==> src/rtl/button_pkg.sv <==
// Shared types and default timing for the button conditioner.
package button_pkg;

  typedef enum logic [1:0] {
    ST_RELEASED  = 2'd0,
    ST_PRESS_CHK = 2'd1,
    ST_HELD      = 2'd2,
    ST_REL_CHK   = 2'd3
  } btn_state_t;

  localparam int unsigned DEF_DEBOUNCE_CYCLES = 1000000;
  localparam int unsigned DEF_LONG_CYCLES     = 50000000;
  localparam int unsigned COUNT_W             = 8;

  // Counter width able to hold n-1, never narrower than one bit.
  function automatic int unsigned cnt_width(input int unsigned n);
    return (n > 1) ? $clog2(n) : 1;
  endfunction

endpackage

==> src/rtl/button_channel.sv <==
// One key channel: synchronizer, debounce/hold FSM, event pulses, sticky flag and press counter.
module button_channel
  import button_pkg::*;
#(
  parameter int unsigned DEBOUNCE_CYCLES = DEF_DEBOUNCE_CYCLES,
  parameter int unsigned LONG_CYCLES     = DEF_LONG_CYCLES
) (
  input  logic               clk,
  input  logic               rst,
  input  logic               key_n,
  input  logic               clear,
  output logic               level,
  output logic               press_pulse,
  output logic               release_pulse,
  output logic               long_pulse,
  output logic               event_flag,
  output logic [COUNT_W-1:0] press_count
);

  localparam int unsigned DW = cnt_width(DEBOUNCE_CYCLES);
  localparam int unsigned HW = cnt_width(LONG_CYCLES);
  localparam logic [DW-1:0] DEB_LAST  = DW'(DEBOUNCE_CYCLES - 1);
  localparam logic [HW-1:0] HOLD_LAST = HW'(LONG_CYCLES - 1);

  logic [1:0]    sync;
  logic          key_low;
  btn_state_t    state, state_next, last_state;
  logic [DW-1:0] dcnt, dcnt_next;
  logic [HW-1:0] hold, hold_next;
  logic          long_fired, long_fired_next;
  logic          level_c, press_c, release_c, long_c;

  // Two-flop synchronizer; idles high (key released).
  always_ff @(posedge clk or posedge rst) begin
    if (rst) sync <= 2'b11;
    else     sync <= {sync[0], key_n};
  end

  assign key_low = ~sync[1];

  // State register; last_state lets the output stage see transitions.
  always_ff @(posedge clk or posedge rst) begin
    if (rst) begin
      state      <= ST_RELEASED;
      last_state <= ST_RELEASED;
      dcnt       <= '0;
      hold       <= '0;
      long_fired <= 1'b0;
    end else begin
      state      <= state_next;
      last_state <= state;
      dcnt       <= dcnt_next;
      hold       <= hold_next;
      long_fired <= long_fired_next;
    end
  end

  always_comb begin
    state_next      = state;
    dcnt_next       = dcnt;
    hold_next       = hold;
    long_fired_next = long_fired;
    unique case (state)
      ST_RELEASED: begin
        hold_next       = '0;
        long_fired_next = 1'b0;
        if (key_low) begin
          state_next = ST_PRESS_CHK;
          dcnt_next  = '0;
        end
      end
      ST_PRESS_CHK: begin
        if (!key_low)              state_next = ST_RELEASED;
        else if (dcnt == DEB_LAST) state_next = ST_HELD;
        else                       dcnt_next  = dcnt + DW'(1);
      end
      ST_HELD: begin
        if (hold != HOLD_LAST) hold_next       = hold + HW'(1);
        else                   long_fired_next = 1'b1;
        if (!key_low) begin
          state_next = ST_REL_CHK;
          dcnt_next  = '0;
        end
      end
      ST_REL_CHK: begin
        if (key_low) begin
          state_next = ST_HELD;
        end else if (dcnt == DEB_LAST) begin
          state_next      = ST_RELEASED;
          hold_next       = '0;
          long_fired_next = 1'b0;
        end else begin
          dcnt_next = dcnt + DW'(1);
        end
      end
      default: state_next = ST_RELEASED;
    endcase
  end

  // Output decode: pulses come from completed transitions, so aborted checks emit nothing.
  always_comb begin
    level_c   = (state == ST_HELD) || (state == ST_REL_CHK);
    press_c   = (state == ST_HELD) && (last_state == ST_PRESS_CHK);
    release_c = (state == ST_RELEASED) && (last_state == ST_REL_CHK);
    long_c    = (state == ST_HELD) && (hold == HOLD_LAST) && !long_fired;
  end

  always_ff @(posedge clk or posedge rst) begin
    if (rst) begin
      level         <= 1'b0;
      press_pulse   <= 1'b0;
      release_pulse <= 1'b0;
      long_pulse    <= 1'b0;
    end else begin
      level         <= level_c;
      press_pulse   <= press_c;
      release_pulse <= release_c;
      long_pulse    <= long_c;
    end
  end

  // Sticky flag and saturating count; a press wins over a simultaneous clear.
  always_ff @(posedge clk or posedge rst) begin
    if (rst) begin
      event_flag  <= 1'b0;
      press_count <= '0;
    end else if (press_pulse) begin
      event_flag <= 1'b1;
      if (clear)                 press_count <= COUNT_W'(1);
      else if (press_count != '1) press_count <= press_count + COUNT_W'(1);
    end else if (clear) begin
      event_flag  <= 1'b0;
      press_count <= '0;
    end
  end

endmodule

==> src/rtl/button_conditioner.sv <==
// Debounced multi-key front end: one independent button_channel per board key.
module button_conditioner
  import button_pkg::*;
#(
  parameter int unsigned N_BUTTONS       = 2,
  parameter int unsigned DEBOUNCE_CYCLES = DEF_DEBOUNCE_CYCLES,
  parameter int unsigned LONG_CYCLES     = DEF_LONG_CYCLES
) (
  input  logic                         CLOCK_50,
  input  logic                         reset,
  input  logic [N_BUTTONS-1:0]         key_n,
  input  logic [N_BUTTONS-1:0]         clear,
  output logic [N_BUTTONS-1:0]         level,
  output logic [N_BUTTONS-1:0]         press_pulse,
  output logic [N_BUTTONS-1:0]         release_pulse,
  output logic [N_BUTTONS-1:0]         long_pulse,
  output logic [N_BUTTONS-1:0]         event_flag,
  output logic [COUNT_W*N_BUTTONS-1:0] press_count
);

  for (genvar i = 0; i < N_BUTTONS; i++) begin : g_ch
    button_channel #(
      .DEBOUNCE_CYCLES(DEBOUNCE_CYCLES),
      .LONG_CYCLES    (LONG_CYCLES)
    ) u_ch (
      .clk          (CLOCK_50),
      .rst          (reset),
      .key_n        (key_n[i]),
      .clear        (clear[i]),
      .level        (level[i]),
      .press_pulse  (press_pulse[i]),
      .release_pulse(release_pulse[i]),
      .long_pulse   (long_pulse[i]),
      .event_flag   (event_flag[i]),
      .press_count  (press_count[COUNT_W*i +: COUNT_W])
    );
  end

endmodule

==> config.mk <==
export PLATFORM = sky130hd
export DESIGN_NAME = button_conditioner
export DESIGN_NICKNAME = d
export VERILOG_FILES = /design/src/rtl/button_pkg.sv /design/src/rtl/button_channel.sv /design/src/rtl/button_conditioner.sv
export SDC_FILE = /design/constraint.sdc
export NUM_CORES = 1
export LEC_CHECK = 0
export ABC_AREA = 1
export CELL_PAD_IN_SITES_DETAIL_PLACEMENT = 1
export CELL_PAD_IN_SITES_GLOBAL_PLACEMENT = 2
export CORE_ASPECT_RATIO = 0.75
export CORE_MARGIN = 2
export CORE_UTILIZATION = 35
export DETAILED_ROUTE_END_ITERATION = 12
export GPL_ROUTABILITY_DRIVEN = 0
export GPL_TIMING_DRIVEN = 0
export PLACE_DENSITY = 0.88
export SLEW_MARGIN = 20
export SYNTH_ARGS = -nofsm -noshare
export SYNTH_HDL_FRONTEND = slang
export SYNTH_HIERARCHICAL = 1
export SYNTH_SLANG_ARGS = --single-unit
==> constraint.sdc <==
create_clock -name CLOCK_50 -period 2.7 [get_ports CLOCK_50]
set_input_delay 0.54 -clock CLOCK_50 [delete_from_list [all_inputs] [get_ports CLOCK_50]]
set_output_delay 0.54 -clock CLOCK_50 [all_outputs]
set_load 0.005 [all_outputs]
==> flow_metrics.tcl, run 1 <==
set metrics [dict create \
    fin_area_sq_um 9470 \
    power_density_nw_per_um2 508 \
    p_leak_nw 4.35 \
    slew_headroom_pct 56.5 \
    cts_setup_buffers 0 \
    syn_inst 1170 \
    critPathTopFamily "buffers and inverters" \
    cap_violations 0 \
    diodes 0 \
    clock_path_buffers 2 \
    ys_seq_elements 132 \
    crit_slowest_cell "clkdlybuf4s50_1" \
    cp.required_ns 2.16 \
    tns_ns 0 \
    finalWorstPathRequiredPeriod_ns 2.01 \
    drt-initial-drc-count 395 \
    grt_pass1_vias 7699 \
    core_sq_um 22800 \
    grt_usage_pct 20.4 \
    antenna_found_initial 0 \
    htreeDepth 4 \
    crit_type "flip-flop to output port" \
    fmax_ghz 0.497 \
    fin_crit_sh_pct 74.5 \
    hp-class "flip-flop to flip-flop" \
    ys_seq_area_share_pct 41.0 \
    skew_ns 0.00822 \
    cpPeakStageDelay_ns 0.59 \
    hold_violations 0 \
    synth-main-ff-cell "dfrtp_1" \
    rsz0062_at_grt "false" \
    cts_root_buf "clkbuf_16" \
    setup_viol 0 \
    syn_nets 1182 \
    slew_violations 0 \
    numCtsBuffers 17 \
    routedWlPerCell_um 15.3 \
    cp.arrival_ns 1.47 \
    path_buf_inv 1 \
    stdcell_count 1535 \
    post_cts_resized 0 \
    hold_buffers 0 \
    die_w_um 179 \
    via_per_inst 4.91 \
    cp_cell_sequence "clkdlybuf4s50_1" \
    fp-row-count 48 \
    crit_fanout 5 \
    remaining_drc_errors 0 \
    vdd_drop_max_uv 465 \
    worstMarginPinSlew_ns 0.653 \
    grt_pass1_wl_mm 39.9 \
    gr-total-overflow 0 \
    clk-insertion-delay-late_ns 0.43 \
    dieArea_sq_um 24300 \
    grt_max_degree 54 \
    place_hpwl_mm 17.5 \
    io_buffers 31 \
    syn2layout_area_growth_pct 17.3 \
    netlist_area_sq_um 8080 \
    cts.reportedPaths.clkPinSlew_ns 0.07 \
    drive_above_1_share_pct 8.58 \
    cts_sinks 132 \
    cts_tree "done" \
    dp.cells 1503 \
    wl_mm 23.5 \
    nets 1234 \
    die_h_um 136 \
    yosysUniqueCellTypes 39 \
    synth_edf_count 0 \
    async_reset_ff_share_pct 100 \
    cp-end-kind "output port" \
    synth-warning-count 6 \
    drt-pass1-iter-count 4 \
    vias 7541 \
    status "completed" \
    p_total_mw 4.81 \
    dpl_cell_area_sq_um 8820 \
    synth_area_per_cell_sq_um 6.90 \
    io_pins 32 \
    start_util_pct 35.4 \
    worst_setup_path_start_kind "flip-flop" \
    ant_nets 0 \
]
## cells by family (layout without fill, tap and decap cells)
logic type | Yosys count | in the layout | synth area share, %
xor gates and xnor gates | 30 | 30 | 3.25
AOI/OAI and AO/OA | 76 | 76 | 5.30
buffers and inverters | 139 | 204 | 7.37
DFF | 132 | 132 | 41.0
adders and majority gates | 6 | 6 | 0.929
and+or+nand+nor | 787 | 787 | 42.2
## registers in the layout, indices dropped and copies added (netlist names), named ones only
signal,cells
g_ch.u_ch/sync,4
g_ch.u_ch/hold,52
g_ch.u_ch/level,2
g_ch.u_ch/long_fired,2
g_ch.u_ch/event_flag,2
g_ch.u_ch/press_count,16
g_ch.u_ch/state,2
g_ch.u_ch/last_state,4
g_ch.u_ch/long_pulse,2
g_ch.u_ch/dcnt,40
g_ch.u_ch/release_pulse,2
g_ch.u_ch/press_pulse,2
## area by class of cell
cell class                 count  area [sq um]
inverter                     120           455
buffer                        19           145
tap                          300           375
multi-input combinational    899          4170
sequential                   132          3310
timing repair buffer          33           365
clock inverter                14           211
fill                        2900         13300
clock buffer                  18           439
## through the flow
stage	hold slack, ns	utilization (%)	setup WS, ns
floorplan	0.345	-	0.509
global placement	0.352	38.4	-0.916
detailed placement	0.366	38.7	0.556
CTS	0.376	41.5	0.656
global route	0.375	41.5	0.548
finish	0.375	41.5	0.689
## cells in the mapped netlist (all sizes together) (3+ instances only)
library cell / n / area share, %
ha: 6 / 0.93
or2: 9 / 0.70
nand3: 106 / 7.1
nor3: 23 / 1.5
buf: 12 / 1.5
o21ai: 55 / 3.5
nand4: 25 / 2.2
xor2: 21 / 2.3
a21oi: 6 / 0.37
nand2: 438 / 21
o211ai: 4 / 0.37
inv: 120 / 5.6
o31ai: 3 / 0.28
dfrtp: 128 / 40
nor2: 183 / 9.3
clkbuf: 7 / 0.33
dfstp: 4 / 1.3
o21bai: 4 / 0.37
xnor2: 9 / 0.98
## final timing paths
path | start | to | slack, ns | depth (start not counted)
hold / removal | g_ch[1].u_ch/sync[0]$_DFF_PP1_ | g_ch[1].u_ch/sync[1]$_DFF_PP1_ | 0.38 | 0
setup reg to reg | g_ch[0].u_ch/hold[0]$_DFFE_PP0P_ | g_ch[0].u_ch/hold[21]$_DFFE_PP0P_ | 0.76 | 8
min in group asynchronous | reset | g_ch[0].u_ch/dcnt[9]$_DFFE_PP0P_ | 0.46 | 2
max in group asynchronous | reset | g_ch[1].u_ch/sync[1]$_DFF_PP1_ | 1.66 | 3
setup / recovery | g_ch[0].u_ch/press_count[2]$_DFFE_PP0P_ | press_count[2] | 0.69 | 1
hold reg to reg | g_ch[1].u_ch/sync[0]$_DFF_PP1_ | g_ch[1].u_ch/sync[1]$_DFF_PP1_ | 0.38 | 0
## layer usage
metal  GRT usage (%)  share of wire [%]  up-vias
met5               0                  0        -
met3            3.36                2.4       12
met1            31.1                 55     3657
met2            30.0                 41       73
met4            4.74               0.80        0
li1                -                  -     3799
## where the power goes
group | total (mW) | switching, mW | leakage, nW | internal, mW
Clock | 2.61 | 1.00 | 0.322 | 1.61
Sequential | 2.01 | 0.0163 | 1.82 | 2.00
Combinational | 0.187 | 0.133 | 2.21 | 0.0548
Total | 4.81 | 1.15 | 4.35 | 3.66
## layout by cell type, fill, tap and decap left out, types with 3 or more instances in the layout
cell and count:
o31ai_1 3, o21ai_1 19, a21oi_1 6, inv_8 3
nor2_4 3, buf_6 9, clkbuf_16 17, nor2_1 169
inv_6 6, inv_2 5, nor2_2 10, nand2_2 12
or2_2 9, xor2_1 21, bufinv_16 4, nand3_2 3
o211ai_1 4, dfrtp_1 128, nand2_1 423, nand3_1 101
clkdlybuf4s50_1 31, o21ai_0 34, xnor2_1 9, nor3_1 21
inv_1 113, nand4_1 23, o21bai_1 4, dfstp_2 4
clkbuf_1 7, ha_1 6
Note: power is estimated with default switching activity, not from simulation.
==> run 2, diff against run 1 <==
--- a/config.mk
+++ b/config.mk
@@ -10,11 +10,11 @@
 export CELL_PAD_IN_SITES_GLOBAL_PLACEMENT = 2
 export CORE_ASPECT_RATIO = 0.75
 export CORE_MARGIN = 2
-export CORE_UTILIZATION = 35
+export CORE_UTILIZATION = 32
 export DETAILED_ROUTE_END_ITERATION = 12
 export GPL_ROUTABILITY_DRIVEN = 0
 export GPL_TIMING_DRIVEN = 0
-export PLACE_DENSITY = 0.88
+export PLACE_DENSITY = 0.85
 export SLEW_MARGIN = 20
 export SYNTH_ARGS = -nofsm -noshare
 export SYNTH_HDL_FRONTEND = slang
==> constraint.sdc (replaced) <==
create_clock -name CLOCK_50 -period 1.65 [get_ports CLOCK_50]
set_input_delay 0.33 -clock CLOCK_50 [delete_from_list [all_inputs] [get_ports CLOCK_50]]
set_output_delay 0.33 -clock CLOCK_50 [all_outputs]
set_load 0.005 [all_outputs]
==> run 2 against run 1 <==
Compared with the run above:
- the run now ends with negative setup slack left
- sequential share of layout area is 4.6 points lower
- clock power grew 54%
- worst hold slack worse by 0.11 ns
- design area rose by 16%
- wire length grew 16%
- combinational power grew to 3.0 times the previous value
- critical path type is now flip-flop to flip-flop
==> flow_metrics.tcl, run 2 (synthesized netlist as in run 1, its figures left out) <==
set metrics [dict create \
    die_w_um 187 \
    dieArea_sq_um 26500 \
    io_pins 32 \
    skew_ns 0.0107 \
    slew_headroom_pct 56.0 \
    setup_slack_ns -0.178 \
    ant_nets 0 \
    die_h_um 142 \
    hold_ws_ns 0.267 \
    drt-pass1-iter-count 5 \
    start_util_pct 32.4 \
    cp.arrival_ns 2.18 \
    crit_fanout 6 \
    grt_pass1_vias 7993 \
    fillCellCount 3143 \
    gr-total-overflow 0 \
    cts.reportedPaths.clkPinSlew_ns 0.07 \
    antenna_found_initial 0 \
    cp.required_ns 2.00 \
    drt-initial-drc-count 504 \
    nets 1323 \
    cts_root_buf "clkbuf_16" \
    rsz0062_at_grt "true" \
    setup_viol 90 \
    io_buffers 31 \
    finalWorstPathRequiredPeriod_ns 1.83 \
    cp-end-kind "flip-flop" \
    grt_max_degree 32 \
    register_area_sq_um 3330 \
    fmax_ghz 0.547 \
    wl_mm 27.3 \
    via_per_inst 4.93 \
    largestRegisters "g_ch.u_ch/hold x52, g_ch.u_ch/dcnt x40, g_ch.u_ch/press_count x16" \
    dpl_cell_area_sq_um 8910 \
    grt_usage_pct 20.1 \
    hp-class "input pin to async pin" \
    place_hpwl_mm 17.9 \
    power_density_nw_per_um2 717 \
    tns_ns -8.04 \
    routedWlPerCell_um 16.4 \
    crit_type "flip-flop to flip-flop" \
    slew_violations 0 \
    core_sq_um 24900 \
    grt_pass1_wl_mm 42.1 \
    drive_above_1_share_pct 26.5 \
    fp-row-count 50 \
    multiInputGateArea_sq_um 4780 \
    clk-insertion-delay-late_ns 0.44 \
    remaining_drc_errors 0 \
    fin_area_sq_um 11000 \
    violations "negative setup slack" \
    clock_path_buffers 2 \
    vias 8187 \
    mostFrequentLayoutCell "nand2_1" \
    vdd_drop_max_uv 752 \
    final_cell_mix "nand2_1, nor2_1, dfrtp_1, inv_1, nand3_1" \
    cts_tree "done" \
    top_register "g_ch.u_ch/hold" \
    p_leak_nw 5.21 \
    worst_setup_path_start_kind "flip-flop" \
    hold_violations 0 \
    worstMarginPinSlew_ns 0.660 \
    htreeDepth 4 \
    syn2layout_area_growth_pct 36.1 \
    diodes 0 \
    cap_violations 0 \
    cts_sinks 132 \
    fin_crit_sh_pct 111 \
    numCtsBuffers 17 \
    largest_register_ffs 52 \
    status "finished, violations left" \
]
-- run 2: worst max-delay path, cell delays in order (launching register included) --
cell and delay (ns):
dfrtp_1 0.41, ha_4 0.18, nand2_4 0.07, nor2_8 0.13
nand4_4 0.13, nor2_4 0.23, nand2_4 0.12, nand2_8 0.14
clkbuf_16 0.17, nand2_2 0.06, o21ai_1 0.09
-- run 2: cell type report --
| type | count | share of cell area (%) |
|---|---|---|
| plain buffers | 19 | 1.65 |
| clock buffers | 18 | 3.90 |
| clock inverters | 14 | 1.62 |
| inverters | 120 | 4.30 |
| multi-input cells | 900 | 43.5 |
| flip-flops and latches | 132 | 30.3 |
| well taps | 338 | 3.85 |
| repair buffers | 121 | 10.9 |
-- run 2: layer usage --
metal,vias up,track usage (%),wire length (um)
met3,24,4.45,1030
met1,4036,29.0,13500
met4,0,5.51,321
met2,145,30.2,12400
met5,-,0,0
li1,3982,-,-
-- run 2: through the flow --
stage                     power, mW  setup slack (ns)  utilization [%]  std cells
final                          7.88            -0.178             44.2       1662
after global routing           8.16            -0.250             44.2       1662
after CTS                      7.88           -0.0620             40.7       1619
after detailed placement       3.68            -0.306             35.8       1543
after global placement         3.65            -0.476             35.4       1539
after floorplan                3.55            0.0708                -       1170
-- run 2: report_power, final --
part           switching [mW]  internal, mW  leakage [nW]
combinational           0.323         0.231          3.13
clock                    1.63          2.40         0.296
sequential             0.0307          3.27          1.78
-- run 2: timing repair --
item / in CTS / in global routing
cloned: 4 / 4
setup endpoints to repair: 118 / 109
resized for setup: 100 / 168
buffers inserted: 40 / 39
pin swaps: 20 / 34
hold buffers: 0 / 0
-- run 2: worst paths after layout --
path                                                  startpoint                                 to  slack (ns)  cells past startpoint
worst max-delay path            g_ch[1].u_ch/dcnt[1]$_DFFE_PP0P_   g_ch[1].u_ch/dcnt[4]$_DFFE_PP0P_       -0.18                     10
worst min-delay path                                       reset  g_ch[0].u_ch/dcnt[17]$_DFFE_PP0P_        0.27                      2
worst max register to register  g_ch[1].u_ch/dcnt[1]$_DFFE_PP0P_   g_ch[1].u_ch/dcnt[4]$_DFFE_PP0P_       -0.18                     10
worst min register to register    g_ch[1].u_ch/sync[0]$_DFF_PP1_     g_ch[1].u_ch/sync[1]$_DFF_PP1_        0.38                      0
max in group asynchronous                                  reset  g_ch[1].u_ch/hold[16]$_DFFE_PP0P_        0.53                      4
min in group CLOCK_50                                   key_n[0]     g_ch[0].u_ch/sync[0]$_DFF_PP1_        0.30                      1
==> run 3, diff against run 2 <==
--- a/config.mk
+++ b/config.mk
@@ -8,7 +8,6 @@
 export ABC_AREA = 1
 export CELL_PAD_IN_SITES_DETAIL_PLACEMENT = 1
 export CELL_PAD_IN_SITES_GLOBAL_PLACEMENT = 2
-export CORE_ASPECT_RATIO = 0.75
 export CORE_MARGIN = 2
 export CORE_UTILIZATION = 32
 export DETAILED_ROUTE_END_ITERATION = 12
==> run 3 against run 2 <==
Compared with the run above:
- the flow still finishes with violations (negative setup slack)
- design area up 0.51%
- critical endpoint is now g_ch[1].u_ch/hold[19]$_DFFE_PP0P_
- final cell count down 0.54%
- flip-flop and latch count unchanged
- combinational power down 3%
- fmax up 0.90%
- register-to-register slack better by 0.02 ns
- largest power group unchanged
==> flow_metrics.tcl, run 3 (synthesized netlist as in run 1, its figures left out) <==
set metrics [dict create \
    hold_violations 0 \
    io_pins 32 \
    fp-row-count 58 \
    fillCellCount 3116 \
    power_density_nw_per_um2 725 \
    grt_max_degree 32 \
    slew_violations 0 \
    skew_ns 0.00633 \
    slew_headroom_pct 60.5 \
    crit_fanout 5 \
    p_total_mw 8.01 \
    drt-pass1-iter-count 4 \
    core_sq_um 25000 \
    hold_ws_ns 0.247 \
    top_register "g_ch.u_ch/hold" \
    rsz0062_at_grt "true" \
    tns_ns -8.32 \
    setup_slack_ns -0.161 \
    cp.arrival_ns 2.18 \
    syn2layout_area_growth_pct 36.8 \
    cts_tree "done" \
    grt_pass1_wl_mm 42.6 \
    die_w_um 163 \
    fin_crit_sh_pct 110 \
    setup_viol 92 \
    cp_cell_sequence "ha_4, nand2_4, nor2_8, nand4_4, buf_6, nor2_4, nor2_4, nor2_4, buf_6, nand2_1, nand2_1" \
    hp-class "input pin to async pin" \
    die_h_um 163 \
    cpPeakStageDelay_ns 0.40 \
    cp-end-kind "flip-flop" \
    wl_mm 26.7 \
    critPathMostFrequentCell "nor2_4" \
    worst_setup_path_start_kind "flip-flop" \
    mostFrequentLayoutCell "nand2_1" \
    io_buffers 31 \
    crit_slowest_cell "dfrtp_1" \
    vdd_drop_max_uv 613 \
    vias 8098 \
    place_hpwl_mm 17.5 \
    htreeDepth 4 \
    nets 1321 \
    worstMarginPinSlew_ns 0.592 \
    largestRegisters "g_ch.u_ch/hold x52, g_ch.u_ch/dcnt x40, g_ch.u_ch/press_count x16" \
    fin_area_sq_um 11100 \
    dieArea_sq_um 26500 \
    cts_root_buf "clkbuf_16" \
    p_leak_nw 5.24 \
    fmax_ghz 0.552 \
    cp.required_ns 2.02 \
    crit_type "flip-flop to flip-flop" \
    cts.reportedPaths.clkPinSlew_ns 0.06 \
    r2r_slack_ns -0.16 \
    ff2ff_path_depth 11 \
    remaining_drc_errors 0 \
    violations "negative setup slack" \
    numCtsBuffers 17 \
    largest_register_ffs 52 \
    cap_violations 0 \
    gr-total-overflow 0 \
    finalWorstPathRequiredPeriod_ns 1.81 \
    clock_path_buffers 2 \
    routedWlPerCell_um 16.2 \
    hold_buffers 0 \
    drive_above_1_share_pct 26.6 \
    drt-initial-drc-count 373 \
    ant_nets 0 \
    grt_pass1_vias 8446 \
    antenna_found_initial 1 \
    dpl_cell_area_sq_um 8890 \
    start_util_pct 32.4 \
    clk-insertion-delay-late_ns 0.43 \
    status "finished, violations left" \
    cts_sinks 132 \
    final_cell_mix "nand2_1, nor2_1, dfrtp_1, inv_1, nand3_1" \
    via_per_inst 4.90 \
    grt_usage_pct 20.2 \
]
[run 3: changes by cell type in the layout (fill, tap and decap cells not counted), sizes merged, moves of 2 or more]
| cell | delta |
|---|---|
| dlymetal6s2s | -3 |
| dlygate4sd2 | -2 |
| clkdlybuf4s50 | +5 |
| buf | -2 |
| clkbuf | +2 |
| inv | -2 |
| clkinv | -2 |
[run 3: critical path, delay by kind of cell (launching register included)]
kind | cells | cell delay (ns)
simple gates | 8 | 0.86
fa+ha+maj | 1 | 0.17
flops | 1 | 0.40
buf+inv | 2 | 0.32
[run 3: power by group]
part | switching (mW) | total [mW] | internal, mW
combinational | 0.317 | 0.540 | 0.223
sequential | 0.0311 | 3.30 | 3.27
clock | 1.55 | 4.17 | 2.62
total | 1.90 | 8.01 | 6.11
[run 3: layer usage]
| metal | routed length (um) | global-route usage [%] | vias up |
|---|---|---|---|
| met2 | 13300 | 34.8 | 96 |
| met3 | 699 | 3.03 | 26 |
| li1 | - | - | 3982 |
| met4 | 412 | 6.15 | 0 |
| met5 | 0 | 0 | - |
| met1 | 12300 | 26.1 | 3994 |
[run 3: repair_timing]
item / 4_1_cts / 5_1_grt
setup endpoints to repair: 117 / 110
pin swaps: 21 / 47
gates resized for setup: 92 / 188
cloned: 4 / 5
setup buffers: 48 / 29
[run 3: worst paths after layout]
kind / start / endpoint
hold / removal: reset / g_ch[1].u_ch/level$_DFF_PP0_
max in group asynchronous: reset / g_ch[1].u_ch/hold[17]$_DFFE_PP0P_
setup / recovery: g_ch[1].u_ch/dcnt[0]$_DFFE_PP0P_ / g_ch[1].u_ch/hold[19]$_DFFE_PP0P_
setup reg to reg: g_ch[1].u_ch/dcnt[0]$_DFFE_PP0P_ / g_ch[1].u_ch/hold[19]$_DFFE_PP0P_
hold reg to reg: g_ch[1].u_ch/sync[0]$_DFF_PP1_ / g_ch[1].u_ch/sync[1]$_DFF_PP1_
min in group CLOCK_50: key_n[1] / g_ch[1].u_ch/sync[0]$_DFF_PP1_
[run 3: final cells by class]
class | instances | area [sq um] | share of cell area [%]
buffer | 19 | 193 | 1.74
sequential | 132 | 3330 | 30.1
timing repair buffer | 118 | 1140 | 10.3
antenna | 1 | 2.50 | 0.0226
timing repair inverter | 1 | 8.76 | 0.0793
clock buffer | 21 | 460 | 4.17
multi-input combinational | 900 | 4860 | 43.9
tap | 330 | 413 | 3.74
clock inverter | 11 | 175 | 1.59
inverter | 120 | 470 | 4.26
[run 3: through the flow]
step | std cells | setup WS [ns] | util, %
2_1_floorplan | 1170 | 0.0708 | -
3_3_place_gp | 1531 | -0.469 | 35.3
6_report | 1653 | -0.161 | 44.3
5_1_grt | 1653 | -0.248 | 44.3
4_1_cts | 1618 | -0.0804 | 40.7
3_5_place_dp | 1535 | -0.325 | 35.6
